===== src/rtl/pe_pkg.sv =====
`default_nettype none
// +----------------------------------------------------------------------------+
// | Package : pe_pkg                                                            |
// | Purpose : Shared types and constants for the pe_alu_xbar PE datapath slice: |
// |           default datapath width, ALU opcode enum, crossbar source enum and |
// |           the bit layout of the 13-bit serial configuration word.           |
// | Rev     : 1.0  initial release                                              |
// +----------------------------------------------------------------------------+
package pe_pkg;

  localparam int WIDTH_DEFAULT = 32;

  // Configuration word layout (LSB offsets and field widths)
  localparam int CFG_LEN  = 13;
  localparam int OP_LSB   = 0;
  localparam int OP_W     = 4;
  localparam int OSEL_LSB = 4;
  localparam int SEL_W    = 2;
  localparam int SEL0_LSB = 5;
  localparam int SEL1_LSB = 7;
  localparam int SEL2_LSB = 9;
  localparam int SEL3_LSB = 11;

  typedef enum logic [3:0] {
    OP_ADD  = 4'd0,
    OP_SUB  = 4'd1,
    OP_MUL  = 4'd2,
    OP_AND  = 4'd3,
    OP_OR   = 4'd4,
    OP_XOR  = 4'd5,
    OP_SHL  = 4'd6,
    OP_SRL  = 4'd7,
    OP_SRA  = 4'd8,
    OP_EQ   = 4'd9,
    OP_LTS  = 4'd10,
    OP_LTU  = 4'd11,
    OP_PASA = 4'd12,
    OP_PASB = 4'd13,
    OP_MIN  = 4'd14,
    OP_MAX  = 4'd15
  } opcode_e;

  typedef enum logic [1:0] {
    SRC_IN0 = 2'd0,
    SRC_IN1 = 2'd1,
    SRC_ALU = 2'd2,
    SRC_MEM = 2'd3
  } xbar_src_e;

endpackage

`default_nettype wire


===== src/rtl/alu2_core.sv =====
`default_nettype none
// +----------------------------------------------------------------------------+
// | Module  : alu2_core                                                         |
// | Purpose : Purely combinational two-operand ALU, y = f(op, a, b).            |
// |           Arithmetic wraps modulo 2^WIDTH; compares return 0/1 zero-ext.    |
// | Ports   : op (opcode_e), a, b (WIDTH) in; y (WIDTH) out.                    |
// | Rev     : 1.0  initial release                                              |
// +----------------------------------------------------------------------------+
module alu2_core
  import pe_pkg::*;
#(
  parameter int WIDTH = WIDTH_DEFAULT
) (
  input  opcode_e          op,
  input  logic [WIDTH-1:0] a,
  input  logic [WIDTH-1:0] b,
  output logic [WIDTH-1:0] y
);

  localparam int SHW = $clog2(WIDTH);

  // Shift amount uses only the low log2(WIDTH) bits of b
  logic [SHW-1:0] shamt;
  logic           lt_s;
  logic           lt_u;

  assign shamt = b[SHW-1:0];
  assign lt_s  = $signed(a) < $signed(b);
  assign lt_u  = a < b;

  always_comb begin
    y = '0;
    case (op)
      OP_ADD:  y = a + b;
      OP_SUB:  y = a - b;
      OP_MUL:  y = a * b;
      OP_AND:  y = a & b;
      OP_OR:   y = a | b;
      OP_XOR:  y = a ^ b;
      OP_SHL:  y = a << shamt;
      OP_SRL:  y = a >> shamt;
      OP_SRA:  y = $signed(a) >>> shamt;
      OP_EQ:   y = {{(WIDTH-1){1'b0}}, (a == b)};
      OP_LTS:  y = {{(WIDTH-1){1'b0}}, lt_s};
      OP_LTU:  y = {{(WIDTH-1){1'b0}}, lt_u};
      OP_PASA: y = a;
      OP_PASB: y = b;
      OP_MIN:  y = lt_s ? a : b;
      OP_MAX:  y = lt_s ? b : a;
      default: y = '0;
    endcase
  end

endmodule

`default_nettype wire


===== src/rtl/pe_alu_xbar.sv =====
`default_nettype none
// +----------------------------------------------------------------------------+
// | Module  : pe_alu_xbar                                                       |
// | Purpose : CGRA processing-element datapath slice. A 4x4 crossbar routes     |
// |           {in0, in1, alu_q, mem_in} to the ALU operands and two memory      |
// |           operand lanes; out0 selects alu_q or mem_in. All routing and the  |
// |           opcode come from a 13-bit serial config shift chain.              |
// | Ports   : clk, reset (async, active-low)                                    |
// |           config_en, config_in in / config_out out (chain MSB)              |
// |           in0, in1, mem_in (WIDTH) in                                       |
// |           mem_op0, mem_op1, out0 (WIDTH) out                                |
// | Notes   : WIDTH must be >= 8 and a power of two.                            |
// | Rev     : 1.0  initial release                                              |
// +----------------------------------------------------------------------------+
module pe_alu_xbar
  import pe_pkg::*;
#(
  parameter int WIDTH = WIDTH_DEFAULT
) (
  input  logic             clk,
  input  logic             reset,
  input  logic             config_en,
  input  logic             config_in,
  output logic             config_out,
  input  logic [WIDTH-1:0] in0,
  input  logic [WIDTH-1:0] in1,
  input  logic [WIDTH-1:0] mem_in,
  output logic [WIDTH-1:0] mem_op0,
  output logic [WIDTH-1:0] mem_op1,
  output logic [WIDTH-1:0] out0
);

  logic [CFG_LEN-1:0] cfg_q;
  logic [WIDTH-1:0]   alu_q;
  logic [WIDTH-1:0]   alu_d;
  logic [WIDTH-1:0]   xbar_src [4];
  logic [WIDTH-1:0]   xbar_out [4];
  opcode_e            op;

  // Crossbar sources, indexed by xbar_src_e encoding. alu_q is registered,
  // so routing it back onto the ALU operands forms no combinational loop.
  assign xbar_src[SRC_IN0] = in0;
  assign xbar_src[SRC_IN1] = in1;
  assign xbar_src[SRC_ALU] = alu_q;
  assign xbar_src[SRC_MEM] = mem_in;

  // Select fields for outputs 0..3 are packed contiguously from SEL0_LSB;
  // partially shifted fields take effect immediately.
  generate
    for (genvar k = 0; k < 4; k++) begin : g_xbar
      assign xbar_out[k] = xbar_src[cfg_q[SEL0_LSB + SEL_W*k +: SEL_W]];
    end
  endgenerate

  assign op = opcode_e'(cfg_q[OP_LSB +: OP_W]);

  alu2_core #(
    .WIDTH (WIDTH)
  ) u_alu (
    .op (op),
    .a  (xbar_out[0]),
    .b  (xbar_out[1]),
    .y  (alu_d)
  );

  // Config chain shifts MSB-first; the ALU keeps computing while it shifts.
  always_ff @(posedge clk or negedge reset) begin
    if (!reset) begin
      cfg_q <= '0;
      alu_q <= '0;
    end else begin
      if (config_en) begin
        cfg_q <= {cfg_q[CFG_LEN-2:0], config_in};
      end
      alu_q <= alu_d;
    end
  end

  assign config_out = cfg_q[CFG_LEN-1];
  assign mem_op0    = xbar_out[2];
  assign mem_op1    = xbar_out[3];
  assign out0       = cfg_q[OSEL_LSB] ? mem_in : alu_q;

  // Field sanity: the top select field must end exactly at the chain MSB.
  generate
    if (SEL3_LSB + SEL_W != CFG_LEN) begin : g_cfg_layout_bad
      cfg_layout_mismatch u_bad ();
    end
  endgenerate

endmodule

`default_nettype wire


===== config.mk =====
export PLATFORM = sky130hd
export DESIGN_NAME = pe_alu_xbar
export DESIGN_NICKNAME = d
export VERILOG_FILES = /design/src/rtl/pe_pkg.sv /design/src/rtl/alu2_core.sv /design/src/rtl/pe_alu_xbar.sv
export SDC_FILE = /design/constraint.sdc
export NUM_CORES = 2
export LEC_CHECK = 0
export CORE_ASPECT_RATIO = 0.7
export CORE_UTILIZATION = 50
export DETAILED_ROUTE_END_ITERATION = 10
export GPL_TIMING_DRIVEN = 0
export PLACE_DENSITY = 0.79
export SLEW_MARGIN = 20
export SYNTH_ARGS = -nofsm -noshare
export SYNTH_HDL_FRONTEND = slang
export SYNTH_SLANG_ARGS = --single-unit

===== constraint.sdc =====
create_clock -name clk -period 10.7 [get_ports clk]
set_input_delay 1.605 -clock clk [delete_from_list [all_inputs] [get_ports clk]]
set_output_delay 1.605 -clock clk [all_outputs]
set_load 0.01 [all_outputs]

==> impl_metrics.csv <==
group,metric,value,unit
synthesis,ys_types,93,
synthesis,synth_edf_count,0,
synthesis,yosysTopAreaCell,"fa_1",
placed_design,dp_hpwl,141000,um
synthesis,synth_area_leaders,"fa_1 (28%), ha_1 (9.3%), mux4_2 (6.5%)",
sta,post-route-period-util,1.03,
global_routing,first_global_vias,30200,
sta,worstMarginPinSlew,1440,ps
route,drc,0,
sta,finalSetupViolations,8,
floorplanning,start_util,0.507,
synthesis,ys_ff_latch,45,
placed_design,finalWeightedCongestion,1.19,
setup_path,cp-end-kind,"register",
route,wirelength,168000,um
floorplanning,placement_rows,74,
global_routing,grtUsageMet2,0.669,
setup_path,r2r_setup_slack,460,ps
clock_tree,cts_tree,"done",
floorplanning,die_w,293,um
outcome,status,"finished with violations",
setup_path,crit_path_start_kind,"primary input",
synthesis,synth_area_per_cell,8.29,um2
clock_tree,clkTransAtPathRegs,70,ps
global_routing,grt_max_degree,32,
sta,max_slew_margin,0.0336,
sta,max_freq,90.5,MHz
layout,areaGrowthSynthToFinish,11.7,%
floorplanning,fp.coreArea,58400,um2
setup_path,path_class,"primary input to register",
clock_tree,clockBufferDepth,2,
synthesis,ys_async_sr_fraction,1.00,
route,firstDrtPassIters,7,
global_routing,global_route.peak_usage_layer,"met1",
floorplanning,dieArea,60200,um2
setup_path,crit_start,"mem_in[0]",
clock_tree,cts_max_level,2,
sta,finalClockSkew,9.15,ps
global_routing,grt_util_all_layers,0.554,
floorplanning,die_y,206,um
sta,fin_crit,11050,ps
min_path,min_path_type,"register to register",
synthesis,syn_inst,3575,
route,vias,32300,
global_routing,grt_pass1_wl,231000,um
global_routing,use_met1,0.735,
route,avgViaCountPerCell,7.03,
sta,fin_ws,-355,ps
global_routing,grt-ovfl-total,0,
synthesis,yosys-top-cells-count,"nor2_1 (511), inv_1 (450), fa_1 (410)",
global_routing,antenna_found_initial,13,
global_routing,met3_usage,0.368,
min_path,worstHoldStart,"cfg_q[5]$_DFFE_PN0P_",
synthesis,yosys.area.top_type_share,0.277,
clock_tree,numClockSinks,45,
outcome,violations,"negative setup slack",
setup_path,arrival,11190,ps
clock_tree,cts_root_buffer,"clkbuf_16",
setup_path,reg2reg_from,"cfg_q[5]$_DFFE_PN0P_",
layout,nNetsFinal,4506,
sta,drv_slew,0,
synthesis,synth-main-ff-cell,"dfrtp_1",
synthesis,ys_seq_area_frac,0.0380,
route,drt_iter0_drc,5829,
flow_run,cap_violations,0,
synthesis,synth.net_count,4305,
layout,drive_above_1_share,0.111,
clock_tree,clk_latency,320,ps
placed_design,place_area,32600,um2
layout,n_fill_cell,5183,
route,antenna_left,0,
synthesis,synth_area,29600,um2
clock_tree,cts_made_buffers,5,
floorplanning,pin_count,197,
route,wire_per_inst,36.6,um
layout,fin_area,33100,um2
placed_design,port_buffers,195,
sta,hold_violations,0,
setup_path,required,10830,ps
setup_path,cp_max_fo,10,
synthesis,yosysWarnings,0,
synthesis,synth_most_common_cell,"nor2_1",
[worst max-delay path, cell delays in order]
cell and delay (ps):
clkdlybuf4s50_1 460, mux2_2 280, o21ai_0 340, clkbuf_1 910, clkbuf_1 1060, nor2_1 140
ha_1 260, inv_1 70, fa_1 410, inv_1 90, ha_1 140, inv_1 60
fa_1 500, inv_1 60, ha_1 360, fa_1 450, fa_1 520, fa_1 420
ha_1 500, and3_1 350, nand2_1 150, a211o_1 420, a311oi_4 480, a21oi_1 150
xor2_1 240, nor2_1 110, nor4b_1 420, nand3_1 190
[logic make-up after synthesis]
family                     after synthesis  synth area share
muxes                                  345             0.158
AOI/OAI and AO/OA                      648             0.150
and+or+nand+nor                       1050             0.146
adders and majority gates              630             0.370
DFF                                     45            0.0380
buffers and inverters                  734             0.100
xor gates and xnor gates               123            0.0376
[sequential cells by signal, indices dropped and copies added (netlist names)]
register  count
cfg_q        13
alu_q        32
[final cells by class]
cell class | count | area [um2] | share of cell area
multi-input cells | 2796 | 25700 | 0.776
inverters | 479 | 1810 | 0.0546
clock inverters | 3 | 43.8 | 0.00132
plain buffers | 238 | 1190 | 0.0359
well taps | 798 | 998 | 0.0302
flip-flops and latches | 45 | 1130 | 0.0340
diodes | 13 | 32.5 | 0.000983
clock buffers | 5 | 125 | 0.00378
repair buffers | 211 | 2100 | 0.0635
[worst paths after layout]
check                                        to  depth (start not counted)
min in group asynchronous  cfg_q[9]$_DFFE_PN0P_                          1
max in group asynchronous    alu_q[1]$_DFF_PN0_                          2
max reg2reg                 alu_q[27]$_DFF_PN0_                         31
max                         alu_q[27]$_DFF_PN0_                         28
min                        cfg_q[6]$_DFFE_PN0P_                          5
min reg2reg                cfg_q[6]$_DFFE_PN0P_                          5
[layer usage]
layer | share of wire | routed length (um)
met3 | 0.20 | 34200
met1 | 0.38 | 64200
met2 | 0.36 | 60000
met4 | 0.054 | 9160
met5 | 0.0033 | 553
[placed cells by master (no fill, tap or decap), drive strengths merged, types with 11 or more instances in the layout]
cell type / synthesis / routed
o31ai: 16 / 16
a21oi: 143 / 143
nor3: 37 / 37
xnor2: 91 / 91
mux2: 115 / 115
buf: 117 / 122
mux2i: 144 / 144
a221oi: 42 / 42
nand2b: 20 / 20
mux4: 86 / 86
o21bai: 12 / 12
a211oi: 40 / 40
o221ai: 22 / 22
o2111ai: 12 / 12
o22ai: 17 / 17
dfrtp: 45 / 45
inv: 474 / 474
o21ai: 161 / 161
a22oi: 33 / 33
clkdlybuf4s50: 0 / 194
xor2: 32 / 32
nand3: 33 / 33
clkbuf: 138 / 136
nand2: 370 / 370
nor2: 514 / 514
ha: 220 / 220
o211ai: 38 / 38
fa: 410 / 410
diode: 0 / 13
a21o: 26 / 26
nor2b: 11 / 11
[stage by stage]
step	cells	TNS [ps]	hold slack [ps]	setup WS, ps	util
finish	4588	-1000	1170	-355	0.566
detailed placement	4572	-22010	1100	-1920	0.559
global route	4575	-13.5	1210	-13.5	0.566
CTS	4574	0	1120	6.22	0.564
floorplan	3575	0	806	1240	-
global placement	4568	-27830	1090	-2230	0.558
[repair_timing]
item | 4_1_cts | 5_1_grt
hold buffers | 0 | 0
buffers inserted | 2 | 10
endpoints found under the setup margin | 20 | 13
pin swaps | 0 | 3
gates resized for setup | 48 | 42
Power is not shown: default switching activity piles up to over one toggle a cycle in this logic, so the estimate is an artifact.
